$ cat src/rtl/noise_gate_pkg.sv
// Shared types and constants for the noise gate: gate state encoding,
// gain/sample widths and the saturating magnitude helper.
package noise_gate_pkg;

    typedef enum logic [2:0] {
        CLOSED  = 3'd0,
        ATTACK  = 3'd1,
        OPEN    = 3'd2,
        HOLD    = 3'd3,
        RELEASE = 3'd4
    } gate_state_t;

    localparam int          GAIN_W     = 9;
    localparam logic [8:0]  GAIN_UNITY = 9'd256;
    localparam int          SAMPLE_W   = 16;

    // -32768 has no positive counterpart in 16 bits, so it saturates to 32767
    function automatic logic [15:0] sat_abs(input logic [15:0] x);
        logic [15:0] mag;
        if (x == 16'h8000) begin
            mag = 16'h7FFF;
        end else if (x[15]) begin
            mag = 16'd0 - x;
        end else begin
            mag = x;
        end
        return mag;
    endfunction

endpackage

$ cat src/rtl/gate_env_follower.sv
// One-pole envelope follower on the sample magnitude; exposes both the
// registered envelope and the value it will take on the current strobe.
module gate_env_follower
    import noise_gate_pkg::*;
#(
    parameter int ENV_SHIFT = 4
) (
    input  logic                       clk,
    input  logic                       rst,
    input  logic                       in_valid,
    input  logic signed [SAMPLE_W-1:0] in_sample,
    output logic [15:0]                env_next,
    output logic [15:0]                env
);

    logic [15:0]        env_r;
    logic [15:0]        mag_s;
    logic signed [16:0] diff_s;
    logic signed [16:0] step_s;
    logic signed [16:0] sum_s;
    logic               unused_s;

    // Envelope update; arithmetic shift keeps the result inside 0..32767
    always_comb begin
        mag_s    = sat_abs(in_sample);
        diff_s   = $signed({1'b0, mag_s}) - $signed({1'b0, env_r});
        step_s   = diff_s >>> ENV_SHIFT;
        sum_s    = $signed({1'b0, env_r}) + step_s;
        env_next = sum_s[15:0];
    end

    assign unused_s = sum_s[16];
    assign env      = env_r;

    // Envelope register advances only on qualified samples
    always_ff @(posedge clk or posedge rst) begin
        if (rst) begin
            env_r <= 16'd0;
        end else if (in_valid) begin
            env_r <= env_next;
        end else begin
            env_r <= env_r;
        end
    end

endmodule

$ cat src/rtl/noise_gate.sv
// Envelope-driven noise gate: hysteresis FSM with hold timer, linear gain
// ramps and a one-clock gain multiplier on the sample path.
module noise_gate
    import noise_gate_pkg::*;
#(
    parameter logic [15:0] OPEN_THRESH  = 16'd512,
    parameter logic [15:0] CLOSE_THRESH = 16'd256,
    parameter int          ENV_SHIFT    = 4,
    parameter int          HOLD_SAMPLES = 480,
    parameter logic [8:0]  ATTACK_STEP  = 9'd32,
    parameter logic [8:0]  RELEASE_STEP = 9'd1
) (
    input  logic                       clk,
    input  logic                       rst,
    input  logic                       enable,
    input  logic                       in_valid,
    input  logic signed [SAMPLE_W-1:0] in_sample,
    output logic                       out_valid,
    output logic signed [SAMPLE_W-1:0] out_sample,
    output logic                       gate_open,
    output logic [15:0]                env_level
);

    localparam int                HOLD_W    = $clog2(HOLD_SAMPLES + 1);
    localparam logic [HOLD_W-1:0] HOLD_LOAD = HOLD_W'(HOLD_SAMPLES - 1);

    gate_state_t                state_r;
    gate_state_t                state_s;
    logic [GAIN_W-1:0]          gain_r;
    logic [GAIN_W-1:0]          gain_s;
    logic [HOLD_W-1:0]          hold_r;
    logic [HOLD_W-1:0]          hold_s;
    logic                       gate_open_r;
    logic                       out_valid_r;
    logic signed [SAMPLE_W-1:0] out_sample_r;

    logic [15:0]                env_next_s;
    logic [15:0]                env_s;
    logic                       above_open_s;
    logic                       below_close_s;
    logic [GAIN_W:0]            attack_sum_s;
    logic signed [24:0]         prod_s;
    logic signed [SAMPLE_W-1:0] gated_s;
    logic                       unused_s;

    gate_env_follower #(
        .ENV_SHIFT (ENV_SHIFT)
    ) u_env (
        .clk       (clk),
        .rst       (rst),
        .in_valid  (in_valid),
        .in_sample (in_sample),
        .env_next  (env_next_s),
        .env       (env_s)
    );

    // Gain multiply uses the gain held before this sample's FSM update
    always_comb begin
        prod_s  = $signed({{9{in_sample[15]}}, in_sample}) * $signed({16'd0, gain_r});
        gated_s = prod_s[23:8];
    end

    assign unused_s = ^{prod_s[24], prod_s[7:0]};

    // Next-state, gain and hold-counter logic, evaluated against env_next
    always_comb begin
        state_s       = state_r;
        gain_s        = gain_r;
        hold_s        = hold_r;
        above_open_s  = (env_next_s >= OPEN_THRESH);
        below_close_s = (env_next_s < CLOSE_THRESH);
        attack_sum_s  = {1'b0, gain_r} + {1'b0, ATTACK_STEP};

        if (!in_valid) begin
            state_s = state_r;
        end else if (!enable) begin
            state_s = CLOSED;
            gain_s  = 9'd0;
            hold_s  = '0;
        end else begin
            case (state_r)
                CLOSED: begin
                    gain_s = 9'd0;
                    if (above_open_s) begin
                        state_s = ATTACK;
                    end else begin
                        state_s = CLOSED;
                    end
                end
                ATTACK: begin
                    if (below_close_s) begin
                        state_s = RELEASE;
                    end else if (attack_sum_s >= {1'b0, GAIN_UNITY}) begin
                        gain_s  = GAIN_UNITY;
                        state_s = OPEN;
                    end else begin
                        gain_s  = attack_sum_s[GAIN_W-1:0];
                    end
                end
                OPEN: begin
                    gain_s = GAIN_UNITY;
                    if (below_close_s) begin
                        state_s = HOLD;
                        hold_s  = HOLD_LOAD;
                    end else begin
                        state_s = OPEN;
                    end
                end
                HOLD: begin
                    gain_s = GAIN_UNITY;
                    if (above_open_s) begin
                        state_s = OPEN;
                    end else if (hold_r == '0) begin
                        state_s = RELEASE;
                    end else begin
                        hold_s  = hold_r - HOLD_W'(1);
                    end
                end
                RELEASE: begin
                    if (above_open_s) begin
                        state_s = ATTACK;
                    end else if (gain_r <= RELEASE_STEP) begin
                        gain_s  = 9'd0;
                        state_s = CLOSED;
                    end else begin
                        gain_s  = gain_r - RELEASE_STEP;
                    end
                end
                default: begin
                    state_s = CLOSED;
                    gain_s  = 9'd0;
                    hold_s  = '0;
                end
            endcase
        end
    end

    // State, gain, counter and output registers
    always_ff @(posedge clk or posedge rst) begin
        if (rst) begin
            state_r      <= CLOSED;
            gain_r       <= 9'd0;
            hold_r       <= '0;
            gate_open_r  <= 1'b0;
            out_valid_r  <= 1'b0;
            out_sample_r <= 16'sd0;
        end else begin
            state_r     <= state_s;
            gain_r      <= gain_s;
            hold_r      <= hold_s;
            gate_open_r <= (state_s != CLOSED);
            out_valid_r <= in_valid;
            if (in_valid) begin
                out_sample_r <= enable ? gated_s : in_sample;
            end else begin
                out_sample_r <= out_sample_r;
            end
        end
    end

    assign out_valid  = out_valid_r;
    assign out_sample = out_sample_r;
    assign gate_open  = gate_open_r;
    assign env_level  = env_s;

endmodule

$ cat config.mk
export PLATFORM = sky130hd
export DESIGN_NAME = noise_gate
export DESIGN_NICKNAME = d
export VERILOG_FILES = /design/src/rtl/noise_gate_pkg.sv /design/src/rtl/gate_env_follower.sv /design/src/rtl/noise_gate.sv
export SDC_FILE = /design/constraint.sdc
export NUM_CORES = 1
export LEC_CHECK = 0
export CAP_MARGIN = 20
export CORE_ASPECT_RATIO = 1.25
export CORE_UTILIZATION = 56
export CTS_BUF_LIST = sky130_fd_sc_hd__clkbuf_8
export DETAILED_ROUTE_END_ITERATION = 8
export GPL_ROUTABILITY_DRIVEN = 0
export GPL_TIMING_DRIVEN = 0
export PLACE_DENSITY = 0.76
export SETUP_SLACK_MARGIN = 0.4
export SLEW_MARGIN = 30
export SYNTH_ARGS = -nofsm -noshare
export SYNTH_HDL_FRONTEND = slang
export SYNTH_SLANG_ARGS = --single-unit
$ cat constraint.sdc
create_clock -name clk -period 6.7 [get_ports clk]
set_input_delay 0.67 -clock clk [delete_from_list [all_inputs] [get_ports clk]]
set_output_delay 0.67 -clock clk [all_outputs]
set_load 0.02 [all_outputs]
**Yosys cells after proc, flatten, opt, wreduce, memory -nomap -nowiden**

Index checks and enable logic that the tools add are counted.
Widths: inputs -> output; s select.

- Flip-flop bits (word level): 55
- Bits in latches: 0
- Bits in writable memories: 0
- Memory bits (read-only): 0
- Input port bits: 20
- Output and inout port bits: 34
- Word-level logic and storage cells: 61
- Memories kept: 0

- Add/subtract/negate cells: 6
- Multipliers: 1
- Div/mod/pow operators: 0
- Magnitude comparators: 4
- Eq/ne operators: 11
- Shifts and indexed selects: 0
- Muxes and demuxes: 25
- Bitwise operators: 0
- Reductions and logical operators: 7

Operators with widths:

| cell | number |
|---|---|
| $mux 9 | 9 |
| $pmux 9 s3 | 2 |
| $mux 16 | 3 |
| $mul 16x10->24 | 1 |
| $mux 3 | 8 |
| $sub 9x1->9 const B | 2 |
| $sub 16x16->17 | 1 |
| $add 16x13->16 | 1 |
| $eq 16x16->1 const B | 1 |
| $ge 16x10->1 const B | 1 |
| $lt 16x9->1 const B | 1 |
| $sub 1x16->16 const A | 1 |
| $ne 3x3->1 const B | 5 |
| $pmux 3 s5 | 1 |
| $add 9x6->10 const B | 1 |
| $ge 10x9->1 const B | 1 |
| $le 9x1->1 const B | 1 |
| $logic_not 9->1 | 1 |
| $eq 3x2->1 const B | 2 |
| $reduce_and 5->1 | 1 |
| $eq 3x1->1 const B | 1 |
| $eq 3x3->1 const B | 1 |
| $logic_not 3->1 | 1 |
| $reduce_and 3->1 | 1 |
| other kinds (5) | 6 |

**Depth between registers and ports, before layout**

- Depth after elaboration: 11
- Depth in mapped cells: 27
- Depth with buffers taken out: 26

**Hierarchy**

From an unflattened synthesis, not the netlist that was laid out.

- Cells, all modules: 1131
- Area total of the unflattened synthesis: 9586.7 sq um

Modules (own cells, without submodules):

| module | times used | cells each | area each (sq um) | sequential area each (sq um) |
|---|---|---|---|---|
| noise_gate | 1 | 825 | 7191.9 | 975.9 |
| gate_env_follower | 1 | 306 | 2394.8 | 400.4 |

**Least setup slack after synthesis**

No wires, ideal clock.

- Path type: input port to flip-flop
- Start point: input in_sample[1]
- End point: register gain_r[7]
- Library setup time: 125 ps
- Data arrival time: 6613 ps
- Path slack: -38 ps
- Stages: 26
- Cells stage by stage: inv_1 ha_1 or4b_1 or4b_4 clkbuf_1 nand2_1 ha_1 a21oi_1 o21ai_0 a221o_1 a31oi_4 nor2b_1 nor2_1 xnor2_1 ha_1 clkbuf_1 a21oi_1 nand2_1 a221oi_1 o21ai_0 xnor2_1 xnor2_2 or4_1 buf_2 nand3_4 mux2_4

- Word-level cells in the longest chain between the ends: 8
- Elaborated cells on any way between the ends: 11

Ends and longest elaborated chain:

| what | RTL line | text |
|---|---|---|
| start, declared | noise_gate.sv:17 | `input logic signed [SAMPLE_W-1:0] in_sample,` |
| $sub 1x16->16 | noise_gate_pkg.sv:23 | `mag = 16'd0 - x;` |
| $mux 16 | noise_gate_pkg.sv:22 | `end else if (x[15]) begin` |
| $mux 16 * | noise_gate_pkg.sv:20 | `if (x == 16'h8000) begin` |
| $sub 16x16->17 * | gate_env_follower.sv:26 | `diff_s = $signed({1'b0, mag_s}) - $signed({1'b0, env_r});` |
| $add 16x13->16 * | gate_env_follower.sv:28 | `sum_s = $signed({1'b0, env_r}) + step_s;` |
| $lt 16x9->1 or $ge 16x10->1 (tied branches) | noise_gate.sv:71, noise_gate.sv:70 |  |
| $ne 3x3->1 (no line) | n/a |  |
| $reduce_and 3->1 (no line) * | n/a |  |
| end signal, assigned | noise_gate.sv:149 | `gain_r <= gain_s;` |
| end, declared | noise_gate.sv:29 | `logic [GAIN_W-1:0] gain_r;` |

Mark *: on every way between the ends. The rest lies on a longest branch, timed or not.
A chain may end at the register's enable or synchronous reset.

**Final worst setup path**

Ends and elaborated chain as after synthesis.

==> impl_metrics.ini <==
[cts]
clock_tree_from_tritoncts = done
ctsLongestPathBuffers = 2
cts.hold.buffers_added = 0
clock_sinks = 55
cts-htree-levels = 2
cts_inserted_buffers = 5
cts.clk_slew.worst_paths_ps = 110
cts_root_buffer = sky130_fd_sc_hd__clkbuf_8
clkLatencyLatePin_ps = 360

[timing]
relSlewSlack_pct = 31.58
hold_violations = 0
timing.clock.skew_ps = 19.99
final.min_clock_period_ps = 6380
report.final.setup_viol = 0
rsz0062_at_grt = yes
max_slew.worst_pin.slew_ps = 1026
hold-worst-slack_ps = 537.4
fin_ws_ps = 320.1
fmaxAchievable_ghz = 0.1567
min_period_over_period_pct = 95.22
timing_max_transition_violations_final = 0

[finish]
syn_to_final_growth_pct = 18.97
regArea_mm2 = 0.001376
stdcell_area_mm2 = 0.01131
fin_nets = 1444
diodes = 0
fillerInstances = 1314
non_filler_instances = 1439
post_route_cells_drive_above_1_share_pct = 14.88
multi_input_area_mm2 = 0.007734

[routing]
detailedRoute.firstIterationViolations = 507
met2_length_mm = 13.20
final_routed_wire_length_divided_by_cell_count_um = 18.00
dr.max_layer_used = met4
detail-route-antenna-nets = 0
route.vias.total = 8387
m1WireLength_mm = 10.07
wl_met3_mm = 1.632
drtPass1Iterations = 5
avgViaCountPerCell = 5.828
routed_wl_mm = 25.91
drc_errors = 0

[yosys]
synth_enable_flop_cells = 0
synth_most_common_cell = sky130_fd_sc_hd__inv_1
postSynthRegisterBits = 55
post_synth_most_frequent_cells = sky130_fd_sc_hd__inv_1, sky130_fd_sc_hd__fa_1, sky130_fd_sc_hd__nand2_1
post_synth_inst_count = 1119
synth_top_cell_area_share_pct = 24.22
synth-seq-area-share_pct = 14.48
asr_flop_ratio_synth_pct = 100.0
synth_area_leaders = sky130_fd_sc_hd__fa_1, sky130_fd_sc_hd__dfrtp_1, sky130_fd_sc_hd__ha_1, sky130_fd_sc_hd__inv_1, sky130_fd_sc_hd__and2_1
yosys_warnings = 0
dominantRegCellSynth = sky130_fd_sc_hd__dfrtp_1
synth_nets = 1340
postSynthAreaPerCell_um2 = 8.495
synth_cell_types = 72
netlist_area_mm2 = 0.009505
post-synth-top-area-cell = sky130_fd_sc_hd__fa_1

[worst_hold_path]
timing.hold.worst.class = reg -> reg
hold_path_startpoint = out_sample[13]$_DFFE_PP0P_

[pwr]
design_internal_power_mw = 2.070
power.total_mw = 4.262
fraction_of_power_spent_switching_nets_pct = 51.42
ratio_of_total_power_to_cell_area_mw_per_mm2 = 376.9
power_frac_comb_pct = 83.3
power.net_switching_mw = 2.191
p_leak_nw = 5.644
p_clk_share_pct = 5.1
power_frac_seq_pct = 11.7
peakVddDrop_v = 0.0003212

[grt]
number_of_antenna_violations_at_the_first_check_in_global_routing = 0
grt_overflow = 0
gr-usage-all-layers_pct = 30.28
grt_pass1_vias = 8515
maximum_number_of_pins_on_one_net_before_global_route_repair = 38
grt_pass1_wl_mm = 41.70

[placed_design]
dpl-instance-area_mm2 = 0.01040
place_inst = 1388
io_buffers = 52
hpwl_mm = 19.46
placement.setup.worst_slack_ps = -1210

[worst_setup_path]
crit_family = simple AND/OR/NAND/NOR gates
arrival_ps = 6620
crit_required_ps = 6940
crit_path_start_kind = input port
cp-end-kind = flip-flop
cp_max_fo = 7
cpPeakStageDelay_ps = 530
cp.buffers_inverters = 5
critical_path.reg2reg.startpoint = gain_r[1]$_DFFE_PP0P_
critical_path.startpoint = in_sample[1]
cp_slowest_cell = sky130_fd_sc_hd__or4b_4
timing.setup.critical_path_class = in -> reg

[floorplanning]
chipWidth_um = 118.5
die-area_mm2 = 0.01750
standard_cell_row_count = 52
initial_utilization_pct = 57.97
die_height_um = 147.7
floorplan.io_pins = 54
core_region_area_mm2 = 0.01640

[run]
max-cap-violations = 0

[outcome]
outcome = complete, no violations
## sequential cells by signal, indices dropped and copies added, names as in the netlist
signal	flops
gain_r	9
u_env.env	16
hold_r	9
out_valid	1
gate_open	1
state_r	3
out_sample	16
## worst register-to-register path, cell delays in order, from the launching register on
cell	delay, ps
sky130_fd_sc_hd__dfrtp_1	340
sky130_fd_sc_hd__clkbuf_2	230
sky130_fd_sc_hd__buf_2	280
sky130_fd_sc_hd__nand2_1	100
sky130_fd_sc_hd__fa_1	460
sky130_fd_sc_hd__fa_1	530
sky130_fd_sc_hd__fa_1	450
sky130_fd_sc_hd__fa_1	570
sky130_fd_sc_hd__inv_1	60
sky130_fd_sc_hd__fa_1	470
sky130_fd_sc_hd__ha_1	360
sky130_fd_sc_hd__and3_1	260
sky130_fd_sc_hd__a221oi_2	350
sky130_fd_sc_hd__nor2b_1	160
sky130_fd_sc_hd__o21ai_2	230
sky130_fd_sc_hd__o211ai_1	180
sky130_fd_sc_hd__a41oi_2	280
sky130_fd_sc_hd__nor2b_1	90
sky130_fd_sc_hd__or4b_2	630
sky130_fd_sc_hd__nand3_1	100
## kinds of logic after synthesis
| family | after synthesis | share of synthesized area, % |
|---|---|---|
| buffers and inverters | 226 | 8.938 |
| AO/OA/AOI/OAI | 194 | 13.74 |
| multiplexers | 21 | 2.303 |
| AND/OR/NAND/NOR | 364 | 19.57 |
| adder cells (fa/ha/maj) | 201 | 35.54 |
| flip-flops | 55 | 14.48 |
| XOR/XNOR | 58 | 5.423 |
## power groups by stage
stage               logic, mW  clock network (mW)  registers, mW
CTS                      3.19               0.219          0.495
finish                   3.55               0.215          0.498
floorplan                2.01                   0          0.565
global route             3.84               0.225          0.509
global placement         2.65                   0          0.498
detailed placement       2.69                   0          0.500
## final timing paths
path / endpoint / slack, ps / cells after the start
max: gain_r[7]$_DFFE_PP0P_ / 320 / 26
min in group asynchronous: u_env.env[11]$_DFFE_PP0P_ / 590 / 2
max in group asynchronous: out_sample[6]$_DFFE_PP0P_ / 5580 / 3
max reg2reg: out_sample[15]$_DFFE_PP0P_ / 510 / 19
min: out_sample[13]$_DFFE_PP0P_ / 540 / 2
min reg2reg: out_sample[13]$_DFFE_PP0P_ / 540 / 2
## placed cells by master, fill, tap and decap left out, types with 4 or more instances in the layout
cell                              synthesis  final
sky130_fd_sc_hd__inv_1                  173    169
sky130_fd_sc_hd__fa_1                   115    115
sky130_fd_sc_hd__nand2_1                103    102
sky130_fd_sc_hd__and2_1                  85     84
sky130_fd_sc_hd__ha_1                    86     80
sky130_fd_sc_hd__nor2_1                  65     61
sky130_fd_sc_hd__dfrtp_1                 55     55
sky130_fd_sc_hd__a21oi_1                 54     49
sky130_fd_sc_hd__buf_4                    0     37
sky130_fd_sc_hd__clkdlybuf4s50_1          0     36
sky130_fd_sc_hd__xnor2_1                 32     31
sky130_fd_sc_hd__o21ai_0                 37     26
sky130_fd_sc_hd__clkbuf_1                47     24
sky130_fd_sc_hd__xor2_1                  25     21
sky130_fd_sc_hd__a21o_1                  20     20
sky130_fd_sc_hd__nor3_1                  25     19
sky130_fd_sc_hd__mux2i_1                 17     17
sky130_fd_sc_hd__nand2b_1                15     15
sky130_fd_sc_hd__nand3_1                 14     14
sky130_fd_sc_hd__clkbuf_2                 0     11
sky130_fd_sc_hd__buf_6                    0     10
sky130_fd_sc_hd__clkbuf_4                 0     10
sky130_fd_sc_hd__clkbuf_8                 0     10
sky130_fd_sc_hd__o211ai_1                 9      9
sky130_fd_sc_hd__o21ai_2                  0      8
sky130_fd_sc_hd__o21a_1                   8      8
sky130_fd_sc_hd__nand4_1                  8      8
sky130_fd_sc_hd__nor2b_1                  8      8
sky130_fd_sc_hd__a31oi_1                  6      6
sky130_fd_sc_hd__a211oi_1                 9      6
sky130_fd_sc_hd__and3_1                   6      5
sky130_fd_sc_hd__buf_2                    1      5
sky130_fd_sc_hd__clkdlybuf4s15_2          0      5
sky130_fd_sc_hd__nor3_2                   0      4
sky130_fd_sc_hd__or4_4                    1      4
sky130_fd_sc_hd__o21ai_1                  2      4
sky130_fd_sc_hd__or2_2                    7      4
sky130_fd_sc_hd__o31ai_1                  8      4
## stage by stage
| stage | setup TNS, ps | util [%] |
|---|---|---|
| after global placement | -22780 | 63.32 |
| after global routing | 0 | 68.97 |
| after CTS | 0 | 66.66 |
| final | 0 | 68.97 |
| after floorplan | 0 | - |
| after detailed placement | -25010 | 63.45 |
## per-layer routing
layer / vias to the layer above / global-route usage (%)
li1: 3880 / -
met1: 4149 / 37.10
met2: 284 / 53.57
met3: 74 / 3.549
met4: 0 / 13.35
met5: - / 0
## cell type report
cell class                      instances  area share (%)
Buffer                                 52           2.689
Timing Repair Buffer                   97           7.756
Tap cell                              216           2.390
Clock inverter                          2          0.1438
Sequential cell                        55           12.17
Clock buffer                            5          0.6085
Inverter                              174           5.853
Multi-Input combinational cell        838           68.39
## repair_timing
item                                    4_1_cts  5_1_grt
resized for setup                           124       80
endpoints found under the setup margin       34       23
buffers inserted                             24       20
hold endpoints to repair                      0        0
pin swaps                                    31       22
Note: power is estimated with default switching activity, not from simulation.
